<file path="src/rtl/pop_count_pkg.sv">
// Shared defaults and arithmetic helpers for the pipelined population counter.
package pop_count_pkg;

    localparam int DEF_WIDTH = 32;
    localparam int DEF_CHUNK = 8;
    localparam int DEF_ACC_W = 16;

    typedef struct packed {
        logic        ovf;
        logic [63:0] val;
    } sat_res_t;

    function automatic int cnt_width(input int n);
        return $clog2(n + 1);
    endfunction

    // Unsigned add clamped to 2^w-1; w must stay below 64.
    function automatic sat_res_t sat_add(input logic [63:0] a, input logic [63:0] b,
                                         input int unsigned w);
        sat_res_t    r;
        logic [64:0] s;
        logic [63:0] maxv;
        maxv = (64'd1 << w) - 64'd1;
        s    = {1'b0, a} + {1'b0, b};
        if (s > {1'b0, maxv}) begin
            r.ovf = 1'b1;
            r.val = maxv;
        end else begin
            r.ovf = 1'b0;
            r.val = s[63:0];
        end
        return r;
    endfunction

endpackage

</file>
<file path="src/rtl/pop_count_chunk.sv">
// Combinational popcount of one CHUNK-bit slice; small enough to map into LUTs.
module pop_count_chunk
    import pop_count_pkg::*;
#(
    parameter int CHUNK = DEF_CHUNK
) (
    input  logic [CHUNK-1:0]                 i_bits,
    output logic [cnt_width(CHUNK)-1:0]      o_cnt
);

    localparam int CW = cnt_width(CHUNK);

    always_comb begin
        o_cnt = '0;
        for (int i = 0; i < CHUNK; i++) begin
            o_cnt = o_cnt + CW'(i_bits[i]);
        end
    end

endmodule

</file>
<file path="src/rtl/pop_count_pipe.sv">
// Three-stage popcount pipeline (capture, slice count, sum + burst accumulate)
// behind a valid/ready stream with a single global stall.
module pop_count_pipe
    import pop_count_pkg::*;
#(
    parameter int WIDTH = DEF_WIDTH,
    parameter int CHUNK = DEF_CHUNK,
    parameter int ACC_W = DEF_ACC_W
) (
    input  logic                        clk,
    input  logic                        rst,
    input  logic                        in_valid,
    output logic                        in_ready,
    input  logic [WIDTH-1:0]            bin,
    input  logic                        in_last,
    output logic                        out_valid,
    input  logic                        out_ready,
    output logic [cnt_width(WIDTH)-1:0] out,
    output logic [ACC_W-1:0]            acc,
    output logic                        acc_sat,
    output logic                        out_last
);

    localparam int CNT_W = cnt_width(WIDTH);
    localparam int NCH   = WIDTH / CHUNK;
    localparam int CW    = cnt_width(CHUNK);

    logic w_advance;

    assign w_advance = !(out_valid && !out_ready);
    assign in_ready  = w_advance && !rst;

    // ---- S1: capture word ----
    logic             r_vld_p1;
    logic             r_last_p1;
    logic [WIDTH-1:0] r_bin_p1;

    always_ff @(posedge clk) begin
        if (rst) begin
            r_vld_p1 <= 1'b0;
        end else if (w_advance) begin
            r_vld_p1 <= in_valid;
        end
    end

    always_ff @(posedge clk) begin
        if (w_advance) begin
            r_bin_p1  <= bin;
            r_last_p1 <= in_last;
        end
    end

    // ---- S2: per-slice counts ----
    logic [CW-1:0] w_cnt    [NCH];
    logic [CW-1:0] r_cnt_p2 [NCH];
    logic          r_vld_p2;
    logic          r_last_p2;

    for (genvar g = 0; g < NCH; g++) begin : g_chunk
        pop_count_chunk #(
            .CHUNK (CHUNK)
        ) u_chunk (
            .i_bits (r_bin_p1[g*CHUNK +: CHUNK]),
            .o_cnt  (w_cnt[g])
        );
    end

    always_ff @(posedge clk) begin
        if (rst) begin
            r_vld_p2 <= 1'b0;
        end else if (w_advance) begin
            r_vld_p2 <= r_vld_p1;
        end
    end

    always_ff @(posedge clk) begin
        if (w_advance) begin
            r_last_p2 <= r_last_p1;
            for (int i = 0; i < NCH; i++) begin
                r_cnt_p2[i] <= w_cnt[i];
            end
        end
    end

    // ---- S3: word sum, burst accumulation, output register ----
    logic [CNT_W-1:0] w_sum;
    logic [ACC_W-1:0] r_acc_run;
    logic             r_acc_sat_run;
    sat_res_t         w_sat;
    logic [ACC_W-1:0] w_next;
    logic             w_sat_next;
    logic             w_unused_sat_hi;

    always_comb begin
        w_sum = '0;
        for (int i = 0; i < NCH; i++) begin
            w_sum = w_sum + CNT_W'(r_cnt_p2[i]);
        end
    end

    assign w_sat           = sat_add(64'(r_acc_run), 64'(w_sum), ACC_W);
    assign w_next          = w_sat.val[ACC_W-1:0];
    assign w_sat_next      = r_acc_sat_run | w_sat.ovf;
    assign w_unused_sat_hi = ^w_sat.val[63:ACC_W];

    // The running total restarts at zero on the edge that emits a last beat.
    always_ff @(posedge clk) begin
        if (rst) begin
            out_valid     <= 1'b0;
            out           <= '0;
            acc           <= '0;
            acc_sat       <= 1'b0;
            out_last      <= 1'b0;
            r_acc_run     <= '0;
            r_acc_sat_run <= 1'b0;
        end else if (w_advance) begin
            out_valid <= r_vld_p2;
            if (r_vld_p2) begin
                out      <= w_sum;
                acc      <= w_next;
                acc_sat  <= w_sat_next;
                out_last <= r_last_p2;
                if (r_last_p2) begin
                    r_acc_run     <= '0;
                    r_acc_sat_run <= 1'b0;
                end else begin
                    r_acc_run     <= w_next;
                    r_acc_sat_run <= w_sat_next;
                end
            end
        end
    end

endmodule

</file>
<file path="config.mk">
export PLATFORM = sky130hd
export DESIGN_NAME = pop_count_pipe
export DESIGN_NICKNAME = d
export VERILOG_FILES = /design/src/rtl/pop_count_pkg.sv /design/src/rtl/pop_count_chunk.sv /design/src/rtl/pop_count_pipe.sv
export SDC_FILE = /design/constraint.sdc
export NUM_CORES = 1
export LEC_CHECK = 0
export CORE_UTILIZATION = 55
export DETAILED_ROUTE_END_ITERATION = 10
export HOLD_SLACK_MARGIN = 0.12
export PLACE_DENSITY = 0.79
export SLEW_MARGIN = 20
export SYNTH_ARGS = -nofsm -noshare
export SYNTH_HDL_FRONTEND = slang
export SYNTH_SLANG_ARGS = --single-unit
</file>
<file path="constraint.sdc">
create_clock -name clk -period 7.1 [get_ports clk]
set_input_delay 1.775 -clock clk [delete_from_list [all_inputs] [get_ports clk]]
set_output_delay 1.775 -clock clk [all_outputs]
set_load 0.01 [all_outputs]
</file>
# [Yosys cells after proc, flatten, opt, wreduce, memory -nomap -nowiden]
# Memories as Yosys holds them, arrays and structs flattened.
# Index checks and enable logic that the tools add are counted.
[word_totals] regBits=78 mem_bits_rw=16 inputBits=37 n_memories=1
[memory_table] name="r_cnt_p2" words=4 word_bits=4 read_ports=4 rd_clocked_by_memory_dff=0 wr=4 line_no="pop_count_pipe.sv:55" source="logic [CW-1:0] r_cnt_p2 [NCH];"
[op_classes] add_sub_neg=32 n_lt_le_gt_ge=1 mux=4 n_bitwise=2 n_reduce_logical=6
[ops] operator="adder 4 x 1 -> 4 bit" n=24
[ops] operator="two-way mux 65 bit" n=1
[ops] operator="adder 16 x 6 -> 17 bit" n=1
[ops] operator="> comparator 17 x 16 -> 1 bit, second input constant" n=1
[ops] operator="two-way mux 16 bit" n=1
[ops] operator="adder 1 x 1 -> 2 bit" n=4
[ops] operator="adder 5 x 4 -> 6 bit" n=1
[ops] operator="adder 6 x 4 -> 6 bit" n=1
[ops] operator="adder 4 x 4 -> 5 bit" n=1
[ops] operator="logical NOT 1 bit" n=3
[ops] operator="logical AND 1 bit" n=2
[ops] operator="two-way mux 1 bit" n=2
[ops] operator="AND reduction 2 bit" n=1
[ops] operator="inverter 1 bit" n=1
[ops] operator="OR 1 bit" n=1

# [Logic depth before layout (Yosys ltp)]
# Gate-level depths: netlist (run 1).
# An unclocked memory read counts as a cell.
[depth] word_depth=9 mapped_depth=15

# [Modules after synthesis]
# A second synthesis (run 1) with hierarchy kept.
[unflattened] hier_cells=435 hier_area_um2=4724.5
[modules_own_cells] module="pop_count_pipe" instances=1 cells_each=339 area_per_inst_um2=3963.8
[modules_own_cells] module="pop_count_chunk" instances=4 cells_each=24 area_per_inst_um2=190.2

# [Least setup slack after synthesis (run 1)]
# OpenSTA, ideal clock, no wires.
[synth_timing] kind="input -> output" startpoint="input port out_ready" endpoint="output port in_ready" t_arrival_ns=2.852 path_slack_ns=2.473 path_stages=3 n_path_buf=1 path_cell_list="nand2b_1 > buf_2 > nor2b_1"
[synth_between] elab_chain_cells=4
[synth_rtl] element="start, declared" line_no="pop_count_pipe.sv:17" source="input logic out_ready,"
[synth_rtl] element="logical NOT 1 bit" line_no="pop_count_pipe.sv:30" source="assign w_advance = !(out_valid && !out_ready);"
[synth_rtl] element="logical AND 1 bit" line_no="pop_count_pipe.sv:30"
[synth_rtl] element="logical NOT 1 bit" line_no="pop_count_pipe.sv:30"
[synth_rtl] element="logical AND 1 bit" line_no="pop_count_pipe.sv:31" source="assign in_ready = w_advance && !rst;"
[synth_rtl] element="end, declared" line_no="pop_count_pipe.sv:13" source="output logic in_ready,"
# No other way between the ends.

# [Worst setup path after layout (run 1)]
[layout_timing] startpoint="input port rst" endpoint="output port in_ready"
[layout_between] elab_chain_cells=2
[layout_rtl] element="start, declared" line_no="pop_count_pipe.sv:11" source="input logic rst,"
[layout_rtl] element="logical NOT 1 bit" line_no="pop_count_pipe.sv:31"
[layout_rtl] element="logical AND 1 bit" line_no="pop_count_pipe.sv:31"
# No other way between the ends.

==> results.tsv, run 1 <==
metric	value	unit
irDropWorstVdd	0.259	mV
clkSlewWorstSetupHoldPaths	0.08	ns
area_delta_synth_final	20.4	%
netlist_instances	408	
synth_seq_cells	94	
initial_utilization	56.5	%
setup_slack	2.13	ns
first_pass_iters	4	
cts_tree	done	
post-route-drc-count	0	
final_area	5560	µm²
design.die.area	8760	µm²
grt_max_degree	57	
die_h	93.6	µm
placed_area	5330	µm²
r2r_start	r_cnt_p2[1][1]	
cts_hold_buffers	0	
portBuffers	62	
insertion_delay	0.36	ns
postCtsResizedCells	0	
fin_hold_ws	0.425	ns
yosysWarnings	0	
crit_required	5.33	ns
dr.first_iter.drc_count	110	
drt_wl_total	8140	µm
syn-num-nets	493	
pin_count	63	
grt_overflow	0	
htree_levels	3	
cts_setup_buffers	0	
cts_root_buf	clkbuf_8	
grt_pass1_wl	13700	µm
yosysSeqAreaShare	51.6	%
synthTopCellsByCount	54 x inv_1, 50 x edfxtp_1, 44 x dfxtp_1, 31 x nor2_1, 28 x a21oi_1	
post-route-util	68.0	%
drive_above_1_share	7.37	%
finalMaxSlewViolations	0	
cp_max_fo	40	
ant_nets	0	
die_w	93.6	µm
dominantRegCellSynth	edfxtp_1	
fin_tns_setup	0	ns
crit_path_end_kind	output port	
dpl.hpwl	5910	µm
numCtsBuffers	9	
fin_crit	4.97	ns
max_slew_margin	34.0	%
cp.arrival	3.20	ns
hp-start	r_last_p1	
max_freq	201	MHz
hold_path.class	flip-flop to flip-flop	
num_vias	3119	
yosysUniqueCellTypes	53	
clock_path_buffers	2	
power_density	369	nW/µm²
core_area	8180	µm²
worstMarginPinSlew	0.987	ns
critPathLaunch	rst	
p_leak	2.28	nW
min_period_over_period	70.0	%
synth_top_area_share	32.5	%
startpoint_type	input pin	
syn_avg_cell_area	11.3	µm²
avgViaCountPerCell	5.37	
num_rows	33	
wire_per_inst	14.0	µm
synth_area	4620	µm²
max_cap_violations	0	
clock-sinks	94	
yosysTopAreaCell	edfxtp_1	
skew	0.0139	ns
status	complete, no violations	
pre_cts_slack	2.13	ns
synth-edff-count	50	
gp_congestion	0.837	
antenna_found_initial	1	
critical_path_class	input pin to output port	
postSynth.asyncResetShare	0	%
rsz0062_at_grt	no	
grt_usage	20.6	%
grt_pass1_vias	3107	
synth.area.top_cells	edfxtp_1 33%, dfxtp_1 19%, fa_1 11%	
synth.most_common_cell	inv_1	
nNetsFinal	555	
finalSetupViolations	0	
finalHoldViolCount	0	
where the power goes:
part | leakage (nW) | switching [W] | total, W | internal (W)
clock network | 0.113 | 0.000188 | 0.000390 | 0.000202
logic | 1.28 | 0.000535 | 0.000971 | 0.000436
registers | 0.890 | 0.0000375 | 0.000693 | 0.000655
layout make-up:
class                      count  area [µm²]
inverter                      54         203
antenna                        1        2.50
timing repair buffer          65         643
sequential                    94        2380
clock inverter                 6        93.8
fill                         625        2620
multi-input combinational    246        1970
tap                          105         131
clock buffer                  10         128
final timing paths:
kind              endpoint  slack [ns]  cells after the start
max               in_ready        2.13                      4
min reg2reg      r_last_p2        0.43                      0
min              r_last_p2        0.43                      0
max reg2reg  r_acc_run[15]        2.95                     14
layer usage:
layer | wire [µm] | GRT usage, % | vias to the layer above | part of all wire, %
met4 | 149 | 9.23 | 0 | 1.8
met2 | 4300 | 36.6 | 81 | 53
met3 | 386 | 3.90 | 12 | 4.7
met5 | 0 | 0 | - | 0
met1 | 3300 | 24.2 | 1497 | 41
li1 | - | - | 1529 | -
cell families after synthesis:
kind of cell,after synthesis,share of synthesized area (%)
buf+inv,68,5.67
fa+ha+maj,48,17.1
simple gates,107,11.8
flops,94,51.6
mux,1,0.217
xor+xnor,15,2.85
compound gates,75,10.8
metrics by stage:
stage	instances	total power, W
floorplan	408	0.00142
finish	581	0.00205
global route	580	0.00222
CTS	580	0.00207
detailed placement	564	0.00167
global placement	564	0.00164
worst max-delay path: stages:
cell and delay [ns]:
clkdlybuf4s50_1 0.46, buf_4 0.37, nor2b_1 0.10, clkdlybuf4s50_1 0.49
cells in the final DEF (no fill, tap or decap), types with 3 or more instances in the layout:
| master | Yosys | routed |
|---|---|---|
| a211oi_1 | 4 | 4 |
| a21o_1 | 5 | 5 |
| a21o_2 | 3 | 3 |
| a21oi_1 | 28 | 28 |
| a31oi_1 | 4 | 4 |
| and3_1 | 4 | 4 |
| buf_4 | 0 | 3 |
| clkbuf_8 | 0 | 9 |
| clkdlybuf4s50_1 | 0 | 62 |
| dfxtp_1 | 44 | 44 |
| edfxtp_1 | 50 | 50 |
| fa_1 | 25 | 25 |
| ha_1 | 23 | 23 |
| inv_1 | 54 | 54 |
| nand2_1 | 23 | 23 |
| nand3b_1 | 3 | 3 |
| nand4_1 | 3 | 3 |
| nor2_1 | 31 | 31 |
| nor2b_1 | 5 | 5 |
| nor3_1 | 19 | 19 |
| o21ai_0 | 10 | 10 |
| o22ai_1 | 4 | 4 |
| xnor2_1 | 11 | 11 |
| xor2_1 | 4 | 4 |
registers in the layout, summed over array words and instances (netlist names):
signal	count
r_bin_p1	32
acc	16
r_acc_run	16
r_cnt_p2	16
out	6
acc_sat	1
out_last	1
out_valid	1
r_acc_sat_run	1
r_last_p1	1
r_last_p2	1
r_vld_p1	1
r_vld_p2	1
Power figures use the tool's default switching activity.
==> inputs of run 2 (changes only) <==
- clock period: 7.1 -> 5.2 ns (I/O delays scaled with it)
==> run 2 against run 1 <==
First-iteration DRC count is 35% higher. Register-to-register slack lost 1.8 ns. Critical endpoint is now r_acc_run[15]. Worst hold slack improved by 0.0040 ns. Via count fell by 1.5%. Combinational power rose by 38%.
==> results.tsv, run 2 (same netlist as run 1, synthesis figures left out) <==
metric	value	unit
die_h	93.6	µm
die_w	93.6	µm
finalHoldViolCount	0	
postCtsResizedCells	0	
worstMarginPinSlew	0.820	ns
cp_max_fo	9	
first_pass_iters	4	
num_rows	33	
max_freq	245	MHz
avgViaCountPerCell	5.29	
p_leak	2.27	nW
irDropWorstVdd	0.351	mV
final_cell_mix	62 x clkdlybuf4s50_1, 54 x inv_1, 50 x edfxtp_1, 44 x dfxtp_1, 31 x nor2_1	
status	complete, no violations	
portBuffers	62	
max_slew_margin	45.3	%
crit_required	5.49	ns
initial_utilization	56.5	%
dp_cells	565	
grt_overflow	0	
skew	0.00934	ns
cp_common_cell	fa_1	
fin_cells	581	
finalMaxSlewViolations	0	
critical-path-top-delay-family	adder cells	
min_period_over_period	78.6	%
gp_congestion	0.855	
insertion_delay	0.36	ns
pin_count	63	
finalSetupViolations	0	
crit_path_end_kind	flip-flop	
grt_max_degree	57	
cp.arrival	4.37	ns
cts_hold_buffers	0	
power_density	505	nW/µm²
clock_path_buffers	2	
area_delta_synth_final	20.3	%
clock-sinks	94	
post-route-drc-count	0	
wire_per_inst	14.2	µm
num_vias	3072	
antenna_found_initial	0	
rsz0062_at_grt	no	
fin_tns_setup	0	ns
grt_usage	21.0	%
max_stage_delay	0.52	ns
numCtsBuffers	9	
drive_above_1_share	7.35	%
cts_root_buf	clkbuf_8	
layout_commonest_cell	clkdlybuf4s50_1	
cts_tree	done	
fillCellCount	615	
dpl.hpwl	6110	µm
nNetsFinal	556	
startpoint_type	flip-flop	
ant_nets	0	
grt_pass1_wl	13900	µm
largest_register_ffs	32	
fin_crit	4.08	ns
htree_levels	3	
dr.first_iter.drc_count	149	
critical_path_class	flip-flop to flip-flop	
drt_wl_total	8260	µm
core_area	8180	µm²
largest-register	r_bin_p1	
clkSlewWorstSetupHoldPaths	0.09	ns
grt_pass1_vias	3117	
cts_setup_buffers	0	
num_antenna_cells	0	
cp_cell_sequence	inv_1 -> fa_1 -> inv_1 -> fa_1 -> ha_1 -> fa_1 -> a21o_1 -> a21o_1 -> ha_1 -> o2111ai_2 -> a21oi_4 -> nand3_2 -> a31o_1 -> a211oi_2	
max_cap_violations	0	
hold_path.class	flip-flop to flip-flop	
crit_slowest_cell	fa_1	
finalPower	0.00280	W
design.die.area	8760	µm²
cp_num_buf_inv	2	
[run 2: changes by cell type in the layout (fill, tap and decap cells not counted), sizes merged]
cell,delta
clkinvlp,+2
clkinv,-1
diode,-1
inv,-1
buf,+1
[run 2: layout make-up]
class	count	area [µm²]	share of cell area, %
sequential	94	2380	42.9
multi-input combinational	246	1970	35.5
clock inverter	6	85.1	1.53
inverter	54	203	3.65
timing repair buffer	66	651	11.7
tap	105	131	2.37
clock buffer	10	128	2.30
[run 2: path summary, 6_finish.rpt]
path	slack (ns)	startpoint	cells after the start	end
min reg2reg	0.43	r_last_p1	0	r_last_p2
min	0.43	r_last_p1	0	r_last_p2
max	1.12	r_cnt_p2[1][1]	14	r_acc_run[15]
max reg2reg	1.12	r_cnt_p2[1][1]	14	r_acc_run[15]
[run 2: report_power, final]
part	switching, W	internal (W)	total [W]
clock network	0.000252	0.000270	0.000522
registers	0.0000485	0.000894	0.000943
logic	0.000736	0.000603	0.00134
[run 2: stage by stage]
stage,util (%),instance area [µm²],worst slack [ns],hold slack (ns)
final,67.9,5550,1.12,0.429
after global routing,67.9,5550,0.874,0.444
after CTS,67.9,5550,1.13,0.431
after detailed placement,65.3,5340,1.15,0.415
after global placement,65.3,5340,1.21,0.401
after floorplan,-,4620,1.41,0.400
[run 2: routing by layer]
| metal | track usage, % | vias up | part of all wire (%) |
|---|---|---|---|
| met5 | 0 | - | 0 |
| met4 | 6.67 | 0 | 1.5 |
| met3 | 5.04 | 11 | 4.5 |
| met2 | 38.7 | 76 | 52 |
| met1 | 23.9 | 1461 | 42 |
| li1 | - | 1524 | - |
==> inputs of run 3 (changes only) <==
- clock period: 5.2 -> 4.01 ns (I/O delays scaled with it)
==> run 3 against run 2 <==
Die area unchanged. Register-to-register slack lost 0.98 ns. Sequential share of layout area decreased by 1.3 points. Sequential cell count unchanged. Cell count is 1.0% higher. Core utilization increased by 2.2 points. Sequential power rose by 30%. Clock skew barely moved.
==> results.tsv, run 3 (same netlist as run 1, synthesis figures left out) <==
metric	value	unit
max_freq	258	MHz
fin_cells	587	
drive_above_1_share	10.4	%
crit_slowest_cell	fa_1	
numCtsBuffers	9	
cts_hold_buffers	0	
power_density	701	nW/µm²
p_leak	2.34	nW
layout_commonest_cell	clkdlybuf4s50_1	
cp_max_fo	8	
cts_root_buf	clkbuf_8	
rr_worst_depth	14	
grt_usage	21.5	%
crit_path_end_kind	flip-flop	
worstMarginPinSlew	0.664	ns
max_slew_margin	55.8	%
area_delta_synth_final	24.2	%
finalHoldViolCount	0	
fillCellCount	585	
startpoint_type	flip-flop	
num_antenna_cells	0	
cp.depth	14	
crit_required	4.30	ns
finalMaxSlewViolations	0	
critical_path_class	flip-flop to flip-flop	
drt_wl_total	8800	µm
critPathLaunch	r_cnt_p2[1][1]	
status	complete, no violations	
dp_cells	568	
core_area	8180	µm²
grt_pass1_vias	3207	
grt_max_degree	57	
ant_nets	0	
clkSlewWorstSetupHoldPaths	0.09	ns
portBuffers	62	
pre_cts_slack	-0.106	ns
design.die.area	8760	µm²
pin_count	63	
hold_path.class	flip-flop to flip-flop	
grt_pass1_wl	14100	µm
num_vias	3191	
dr.first_iter.drc_count	128	
min_period_over_period	96.7	%
clock-sinks	94	
finalSetupViolations	0	
fin_crit	3.88	ns
gp_congestion	0.836	
cp_num_buf_inv	2	
initial_utilization	56.5	%
cp_cell_sequence	inv_1 -> fa_1 -> inv_1 -> fa_1 -> ha_2 -> fa_2 -> a21o_1 -> a21o_1 -> ha_4 -> o2111ai_4 -> a21oi_4 -> nand3_4 -> a31o_1 -> a211oi_2	
first_pass_iters	4	
insertion_delay	0.36	ns
htree_levels	3	
largest_register_ffs	32	
critical-path-top-delay-family	adder cells	
clock_path_buffers	2	
grt_overflow	0	
num_rows	33	
final_cell_mix	62 x clkdlybuf4s50_1, 54 x inv_1, 50 x edfxtp_1, 44 x dfxtp_1, 31 x nor2_1	
r2r_start	r_cnt_p2[1][1]	
antenna_found_initial	0	
dpl.hpwl	6320	µm
max_stage_delay	0.54	ns
largest-register	r_bin_p1	
fin_hold_ws	0.450	ns
crit_end	r_acc_run[15]	
r2r_slack	0.13	ns
wire_per_inst	15.0	µm
post-route-drc-count	0	
cts_tree	done	
die_h	93.6	µm
die_w	93.6	µm
avgViaCountPerCell	5.44	
setup_slack	0.131	ns
r2r-end	r_acc_run[15]	
max_cap_violations	0	
skew	0.00955	ns
irDropWorstVdd	0.581	mV
cp.arrival	4.17	ns
nNetsFinal	562	
## run 3: changes by cell type in the layout (fill, tap and decap cells not counted), sizes merged
cell,change
clkinvlp,-1
nor2,+1
inv,+1
buf,+5
clkinv,-1
bufinv,+1
## run 3: cell type report
cell class	instances	area (µm²)	share of cell area [%]
Timing Repair Buffer	71	704	12.3
Inverter	54	203	3.54
Sequential cell	94	2380	41.6
Clock inverter	6	118	2.05
Multi-Input combinational cell	247	2070	36.1
Clock buffer	10	128	2.23
Tap cell	105	131	2.29
## run 3: worst min-delay path by stage
stage / start / end / slack [ns] / cells past startpoint
after floorplan: r_last_p1 / r_last_p2 / 0.40 / 0
after global placement: r_last_p1 / r_last_p2 / 0.41 / 0
after detailed placement: r_last_p1 / r_last_p2 / 0.44 / 0
after CTS: r_last_p1 / r_last_p2 / 0.46 / 0
after global routing: r_last_p1 / r_last_p2 / 0.47 / 0
final: r_last_p1 / r_last_p2 / 0.45 / 0
## run 3: per-layer routing
| metal | GRT usage, % | vias up | part of all wire (%) |
|---|---|---|---|
| li1 | - | 1539 | - |
| met1 | 24.2 | 1536 | 40 |
| met2 | 37.9 | 90 | 53 |
| met3 | 3.25 | 26 | 3.6 |
| met4 | 13.7 | 0 | 3.4 |
| met5 | 0 | - | 0 |
## run 3: timing repair
item	in CTS	in global routing
pin swaps	2	12
setup buffers	0	2
cloned	1	0
endpoints found under the setup margin	20	18
resized for setup	8	8
hold endpoints to repair	0	0
## run 3: metrics by stage
stage	setup TNS [ns]	utilization, %	cell area [µm²]	total power (W)
finish	0	70.1	5730	0.00402
global route	-0.0466	70.1	5730	0.00429
detailed placement	-0.932	65.8	5380	0.00312
global placement	0	65.8	5380	0.00300
CTS	0	69.5	5680	0.00394
floorplan	0	-	4620	0.00251
## run 3: power breakdown
part	leakage, nW	switching (W)	internal (W)	total [W]
sequential	0.890	0.0000681	0.00116	0.00123
clock	0.119	0.000344	0.000421	0.000766
combinational	1.33	0.00109	0.000934	0.00203
